==> config.mk <==
export PLATFORM = sky130hd
export DESIGN_NAME = branch_predictor_param
export DESIGN_NICKNAME = d
export VERILOG_FILES = /design/src/rtl/branch_predictor_param.sv
export SDC_FILE = /design/constraint.sdc
export NUM_CORES = 2
export LEC_CHECK = 0
export ABC_AREA = 1
export CAP_MARGIN = 20
export CORE_MARGIN = 2
export CORE_UTILIZATION = 62
export DETAILED_ROUTE_END_ITERATION = 12
export PLACE_DENSITY_LB_ADDON = 0.2
export SLEW_MARGIN = 20
export SYNTH_ARGS = -nofsm -noshare
export SYNTH_HDL_FRONTEND = slang
export SYNTH_SLANG_ARGS = --single-unit
==> constraint.sdc <==
create_clock -name clk -period 5.6 [get_ports clk]
set_clock_uncertainty 0.05 [all_clocks]
set_input_delay 0.56 -clock clk [delete_from_list [all_inputs] [get_ports clk]]
set_output_delay 0.56 -clock clk [all_outputs]
set_load 0.03 [all_outputs]
==> src/rtl/branch_predictor_param.sv <==
// Next-fetch-PC predictor: direct-mapped BTB, 2-bit PHT (bimodal or gshare),
// and a circular return-address stack, trained by resolved instructions from EX.
module branch_predictor_param #(
    parameter int IDX_BITS  = 5,
    parameter int GHR_BITS  = 5,
    parameter int MODE      = 1,
    parameter int RAS_DEPTH = 4
) (
    input  logic        clk,
    input  logic        reset,
    input  logic [31:0] current_pc,
    output logic [31:0] predicted_pc,
    output logic        predicted_taken,
    input  logic        upd_valid,
    input  logic        upd_stall,
    input  logic [31:0] upd_pc,
    input  logic [31:0] upd_target,
    input  logic        upd_is_branch,
    input  logic        upd_is_jump,
    input  logic        upd_is_call,
    input  logic        upd_is_ret,
    input  logic        upd_taken,
    input  logic        upd_mispredict,
    output logic [31:0] stat_updates,
    output logic [31:0] stat_mispredicts
);

    localparam int ENTRIES = 1 << IDX_BITS;
    localparam int TAG_W   = 32 - IDX_BITS - 2;
    localparam int PTR_W   = $clog2(RAS_DEPTH);
    localparam int CNT_W   = $clog2(RAS_DEPTH + 1);

    typedef enum logic [1:0] {
        KIND_BRANCH = 2'b00,
        KIND_JUMP   = 2'b01,
        KIND_RET    = 2'b10
    } kind_t;

    logic              btb_valid_reg  [ENTRIES];
    logic [TAG_W-1:0]  btb_tag_reg    [ENTRIES];
    logic [31:0]       btb_target_reg [ENTRIES];
    kind_t             btb_kind_reg   [ENTRIES];
    logic [1:0]        pht_reg        [ENTRIES];
    logic [GHR_BITS-1:0] ghr_reg;

    logic [31:0]       ras_mem [RAS_DEPTH];
    logic [PTR_W-1:0]  ras_ptr_reg, ras_ptr_next, ras_ptr_inc, ras_ptr_dec, ras_waddr;
    logic [CNT_W-1:0]  ras_cnt_reg, ras_cnt_next;
    logic              ras_we;
    logic [31:0]       ras_wdata;

    logic [31:0]       stat_updates_reg, stat_mispredicts_reg;

    // Bits [1:0] of both PCs never reach the tables.
    logic unused_low_bits;
    assign unused_low_bits = ^{current_pc[1:0], upd_pc[1:0]};

    logic [IDX_BITS-1:0] ghr_ext;
    assign ghr_ext = IDX_BITS'(ghr_reg);

    // ---------------- prediction ----------------
    logic [IDX_BITS-1:0] pred_idx, pred_pht_idx;
    logic [TAG_W-1:0]    pred_tag;
    logic                pred_hit;

    assign pred_idx     = current_pc[IDX_BITS+1:2];
    assign pred_tag     = current_pc[31:IDX_BITS+2];
    assign pred_pht_idx = (MODE == 1) ? (pred_idx ^ ghr_ext) : pred_idx;
    assign pred_hit     = btb_valid_reg[pred_idx] && (btb_tag_reg[pred_idx] == pred_tag);

    always_comb begin
        predicted_pc    = current_pc + 32'd4;
        predicted_taken = 1'b0;
        if (reset && pred_hit) begin
            case (btb_kind_reg[pred_idx])
                KIND_JUMP: begin
                    predicted_taken = 1'b1;
                    predicted_pc    = btb_target_reg[pred_idx];
                end
                KIND_BRANCH: begin
                    if (pht_reg[pred_pht_idx][1]) begin
                        predicted_taken = 1'b1;
                        predicted_pc    = btb_target_reg[pred_idx];
                    end
                end
                KIND_RET: begin
                    predicted_taken = 1'b1;
                    predicted_pc    = (ras_cnt_reg != '0) ? ras_mem[ras_ptr_dec]
                                                          : btb_target_reg[pred_idx];
                end
                default: begin
                    predicted_taken = 1'b0;
                end
            endcase
        end
    end

    // ---------------- update decode ----------------
    logic                accept, eff_taken, btb_we, pht_we;
    logic [IDX_BITS-1:0] upd_idx, upd_pht_idx;
    logic [TAG_W-1:0]    upd_tag;
    kind_t               upd_kind;
    logic [1:0]          pht_cur, pht_next;

    assign accept      = upd_valid && !upd_stall && reset;
    assign eff_taken   = upd_is_jump || (upd_is_branch && upd_taken);
    assign btb_we      = accept && eff_taken;
    assign pht_we      = accept && upd_is_branch;
    assign upd_idx     = upd_pc[IDX_BITS+1:2];
    assign upd_tag     = upd_pc[31:IDX_BITS+2];
    assign upd_pht_idx = (MODE == 1) ? (upd_idx ^ ghr_ext) : upd_idx;
    assign upd_kind    = upd_is_ret ? KIND_RET : (upd_is_jump ? KIND_JUMP : KIND_BRANCH);
    assign pht_cur     = pht_reg[upd_pht_idx];

    always_comb begin
        pht_next = pht_cur;
        if (upd_taken) begin
            if (pht_cur != 2'b11) pht_next = pht_cur + 2'd1;
        end else begin
            if (pht_cur != 2'b00) pht_next = pht_cur - 2'd1;
        end
    end

    always_ff @(posedge clk) begin
        if (!reset) begin
            for (int i = 0; i < ENTRIES; i++) begin
                btb_valid_reg[i] <= 1'b0;
                pht_reg[i]       <= 2'b01;
            end
            ghr_reg <= '0;
        end else begin
            if (btb_we) btb_valid_reg[upd_idx] <= 1'b1;
            if (pht_we) begin
                pht_reg[upd_pht_idx] <= pht_next;
                ghr_reg              <= (ghr_reg << 1) | GHR_BITS'(upd_taken);
            end
        end
    end

    // Payload fields need no reset: they are only read behind a valid bit.
    always_ff @(posedge clk) begin
        if (btb_we) begin
            btb_tag_reg[upd_idx]    <= upd_tag;
            btb_target_reg[upd_idx] <= upd_target;
            btb_kind_reg[upd_idx]   <= upd_kind;
        end
    end

    // ---------------- return address stack ----------------
    // ras_ptr_reg is the next free slot; the top of stack sits one below it.
    assign ras_ptr_inc = (ras_ptr_reg == PTR_W'(RAS_DEPTH - 1)) ? '0 : ras_ptr_reg + PTR_W'(1);
    assign ras_ptr_dec = (ras_ptr_reg == '0) ? PTR_W'(RAS_DEPTH - 1) : ras_ptr_reg - PTR_W'(1);
    assign ras_wdata   = upd_pc + 32'd4;

    always_comb begin
        ras_we       = 1'b0;
        ras_waddr    = ras_ptr_reg;
        ras_ptr_next = ras_ptr_reg;
        ras_cnt_next = ras_cnt_reg;
        if (accept) begin
            if (upd_is_call && upd_is_ret) begin
                ras_we = 1'b1;
                if (ras_cnt_reg == '0) begin
                    ras_ptr_next = ras_ptr_inc;
                    ras_cnt_next = CNT_W'(1);
                end else begin
                    ras_waddr = ras_ptr_dec;
                end
            end else if (upd_is_call) begin
                ras_we       = 1'b1;
                ras_ptr_next = ras_ptr_inc;
                if (ras_cnt_reg != CNT_W'(RAS_DEPTH)) ras_cnt_next = ras_cnt_reg + CNT_W'(1);
            end else if (upd_is_ret && (ras_cnt_reg != '0)) begin
                ras_ptr_next = ras_ptr_dec;
                ras_cnt_next = ras_cnt_reg - CNT_W'(1);
            end
        end
    end

    always_ff @(posedge clk) begin
        if (!reset) begin
            ras_ptr_reg <= '0;
            ras_cnt_reg <= '0;
        end else begin
            ras_ptr_reg <= ras_ptr_next;
            ras_cnt_reg <= ras_cnt_next;
        end
    end

    always_ff @(posedge clk) begin
        if (ras_we) ras_mem[ras_waddr] <= ras_wdata;
    end

    // ---------------- statistics ----------------
    always_ff @(posedge clk) begin
        if (!reset) begin
            stat_updates_reg     <= '0;
            stat_mispredicts_reg <= '0;
        end else if (accept) begin
            if (stat_updates_reg != 32'hFFFF_FFFF)
                stat_updates_reg <= stat_updates_reg + 32'd1;
            if (upd_mispredict && (stat_mispredicts_reg != 32'hFFFF_FFFF))
                stat_mispredicts_reg <= stat_mispredicts_reg + 32'd1;
        end
    end

    assign stat_updates     = stat_updates_reg;
    assign stat_mispredicts = stat_mispredicts_reg;

endmodule
==> results.py <==
metrics = {
    "route": {
        "firstDrtPassIters": 6,
        "drc": 0,
        "ant_nets": 0,
        "viasPerCell": 6.41,
        "vias": 64800,
        "totalWireLength_mm": 277,
        "drtIter0Drc": 10100,
        "wl_per_cell_um": 27.4,
    },
    "clocking": {
        "cts-root-buf": "clkbuf_16",
        "post_cts_buffers": 0,
        "clkTransAtPathRegs_ps": 60,
        "cts_hold_buf": 0,
        "clock_latency_ps": 840,
        "cts-htree-levels": 4,
        "tritoncts": "built",
        "cts.sinks": 2186,
        "post_cts_resized": 0,
        "cts_buffers": 209,
        "ctsLongestPathBuffers": 3,
    },
    "floorplanning": {
        "rows": 140,
        "die_w_um": 386,
        "die_h_um": 386,
        "core_um2": 145000,
        "io-pin-count": 203,
        "start_util_pct": 62.3,
        "die_area_um2": 149000,
    },
    "job": {
        "max_cap_viol_count": 0,
    },
    "outcome": {
        "outcome": "completed",
    },
    "worst_setup_path": {
        "start_kind": "input port",
        "rr_worst_depth": 8,
        "critical_path.top_delay_family": "simple AND/OR/NAND/NOR gates",
        "worst-path-max-fanout": 9,
        "cpMostUsedCell": "nand2_1",
        "critical_path_class": "input port to output pin",
        "cp.arrival_ps": 4670,
        "worst_ep_required_time_ps": 4990,
        "critPathBufInv": 7,
        "critPathSlowestCell": "clkdlybuf4s50_1",
        "startpoint": "current_pc[5]",
        "r2r_start": "ras_ptr_reg[0]",
        "reg2reg_slack_ps": 2020,
        "crit-reg2reg-capture": "ras_mem[0][19]",
        "end_kind": "output pin",
        "critPathMaxStageDelay_ps": 730,
        "crit_chain": "clkdlybuf4s50_1 -> inv_6 -> nor2_4 -> inv_1 -> buf_4 -> a21oi_1 -> nor2_1 -> nand2_1 -> nand2_1 -> nand2_1 -> nand2_1 -> nor2_1 -> nand3_1 -> nor2_1 -> nand3_1 -> nand2_1 -> inv_1 -> nor2_1 -> buf_4 -> buf_12",
    },
    "cells_and_area": {
        "largest_register_ffs": 1024,
        "drive_gt1_share_pct": 7.17,
        "nets": 8130,
        "multi_input_area_um2": 22900,
        "fillers": 9904,
        "stdcell_count": 10100,
        "ff_latch_area_um2": 64600,
        "syn2layout_area_growth_pct": 13.1,
    },
    "global_routing": {
        "globalRoute.totalOverflow": 0,
        "grt_pass1_wl_mm": 401,
        "grt_max_degree": 181,
        "grt_pass1_vias": 60800,
        "antenna_found_initial": 13,
        "grt.total_usage_pct": 37.1,
    },
    "yosys": {
        "ys_warn_count": 0,
        "synth_edf_count": 2080,
        "synth_flop_cell": "edfxtp_1",
        "ys_seq_area_share_pct": 71.4,
        "syn_area_um2": 90400,
        "ys_ff_latch": 2186,
        "syn_avg_cell_area_um2": 11.5,
        "ys_types": 48,
        "syn-instance-count": 7853,
        "async_flop_share_pct": 0,
        "syn_nets": 7973,
    },
    "place": {
        "hpwl_mm": 157,
        "port_buffers": 202,
        "gp_congestion": 0.981,
        "dp.cells": 9713,
    },
    "timing": {
        "fin_tns_setup_ps": 0,
        "max-slew-margin-rel_pct": 22.1,
        "fmax_mhz": 189,
        "worstMarginPinSlew_ps": 1170,
        "post-route-period-util_pct": 94.3,
        "finalMaxSlewViolations": 0,
        "min_period_ps": 5280,
        "setup_viol": 0,
        "final-hold-violation-count": 0,
        "rsz0062_at_grt": "no",
    },
    "power": {
        "p_per_area_nw_per_um2": 334,
        "ir_drop_uv": 401,
        "p_leak_nw": 34.6,
    },
    "worst_hold_path": {
        "hold_path_class": "input port to flip-flop",
        "holdPathStages": 1,
        "holdCritStartpoint": "upd_target[8]",
        "hold_end": "btb_target_reg[23][8]",
    },
}
==> stage by stage <==
step	util [%]	instance area, um^2	hold WS (ps)	total power [mW]	setup slack (ps)
global route	70.4	102000	172	35.0	248
floorplan	-	90400	390	19.6	853
detailed placement	65.8	95600	409	20.8	482
global placement	65.8	95600	400	20.7	515
CTS	70.4	102000	238	34.1	488
finish	70.4	102000	186	34.1	321
==> report_power, final <==
group | switching (mW) | internal (mW)
clock network | 6.09 | 7.56
registers | 0.0260 | 18.0
logic | 1.86 | 0.657
total | 7.97 | 26.2
==> per-layer routing <==
layer | GRT usage, % | part of all wire, % | up-vias | wire, um
met5 | 0 | 0.032 | - | 90
met4 | 16.3 | 4.6 | 14 | 12900
met3 | 8.88 | 13 | 735 | 35700
met2 | 57.0 | 46 | 4413 | 127000
met1 | 51.1 | 37 | 31400 | 102000
li1 | - | - | 28300 | -
==> cell type report <==
cell class                 instances  area share [%]
multi-input combinational       4914            22.4
clock inverter                   101           0.975
antenna                            7          0.0171
clock buffer                     286            5.46
sequential                      2186            63.1
inverter                         293            1.11
tap                             1917            2.35
timing repair buffer             406            4.54
==> cell families after synthesis <==
group	Yosys count	share of synthesized area, %
AOI/OAI and AO/OA	1482	9.14
and+or+nand+nor	3356	15.1
adders and majority gates	14	0.202
DFF	2186	71.4
buffers and inverters	753	3.57
xor gates and xnor gates	62	0.600
==> cells in the final DEF, fill, tap and decap left out, types with 17 or more instances in the layout <==
master,netlist,routed
a21oi_1,110,110
buf_12,0,89
buf_4,20,145
clkbuf_1,225,68
clkbuf_16,0,209
clkdlybuf4s50_1,0,161
clkinv_1,3,46
clkinv_2,0,25
dfxtp_1,106,105
edfxtp_1,2080,2080
inv_1,284,281
nand2_1,1147,1146
nand3_1,550,550
nand4_1,58,58
nor2_1,1508,1470
nor2_4,1,38
nor3_1,45,45
o211ai_1,60,60
o21ai_0,864,864
o21ai_1,99,99
o221ai_1,69,69
o22ai_1,229,229
xnor2_1,17,17
xor2_1,45,45
==> Yosys cell counts (20+ instances only) <==
cell type | n | area share [%]
edfxtp_1 | 2080 | 69
nor2_1 | 1508 | 6.3
nand2_1 | 1147 | 4.8
o21ai_0 | 864 | 4.8
nand3_1 | 550 | 3.0
inv_1 | 284 | 1.2
o22ai_1 | 229 | 1.6
clkbuf_1 | 225 | 0.93
buf_2 | 158 | 0.87
a21oi_1 | 110 | 0.61
dfxtp_1 | 106 | 2.3
o21ai_1 | 99 | 0.55
o221ai_1 | 69 | 0.67
o211ai_1 | 60 | 0.50
nand4_1 | 58 | 0.40
nor3_1 | 45 | 0.25
xor2_1 | 45 | 0.44
buf_1 | 39 | 0.16
buf_4 | 20 | 0.17
==> how the worst max path moves through the flow <==
| stage | to | slack (ps) | cells past startpoint |
|---|---|---|---|
| 6_report | predicted_pc[2] | 320 | 20 |
| 5_1_grt | predicted_pc[2] | 250 | 20 |
| 4_1_cts | predicted_pc[2] | 490 | 17 |
| 3_5_place_dp | predicted_pc[2] | 480 | 20 |
| 3_3_place_gp | predicted_pc[2] | 520 | 20 |
| 2_1_floorplan | btb_kind_reg[11][0] | 850 | 11 |
No activity file was read; power rests on OpenSTA's default activity.
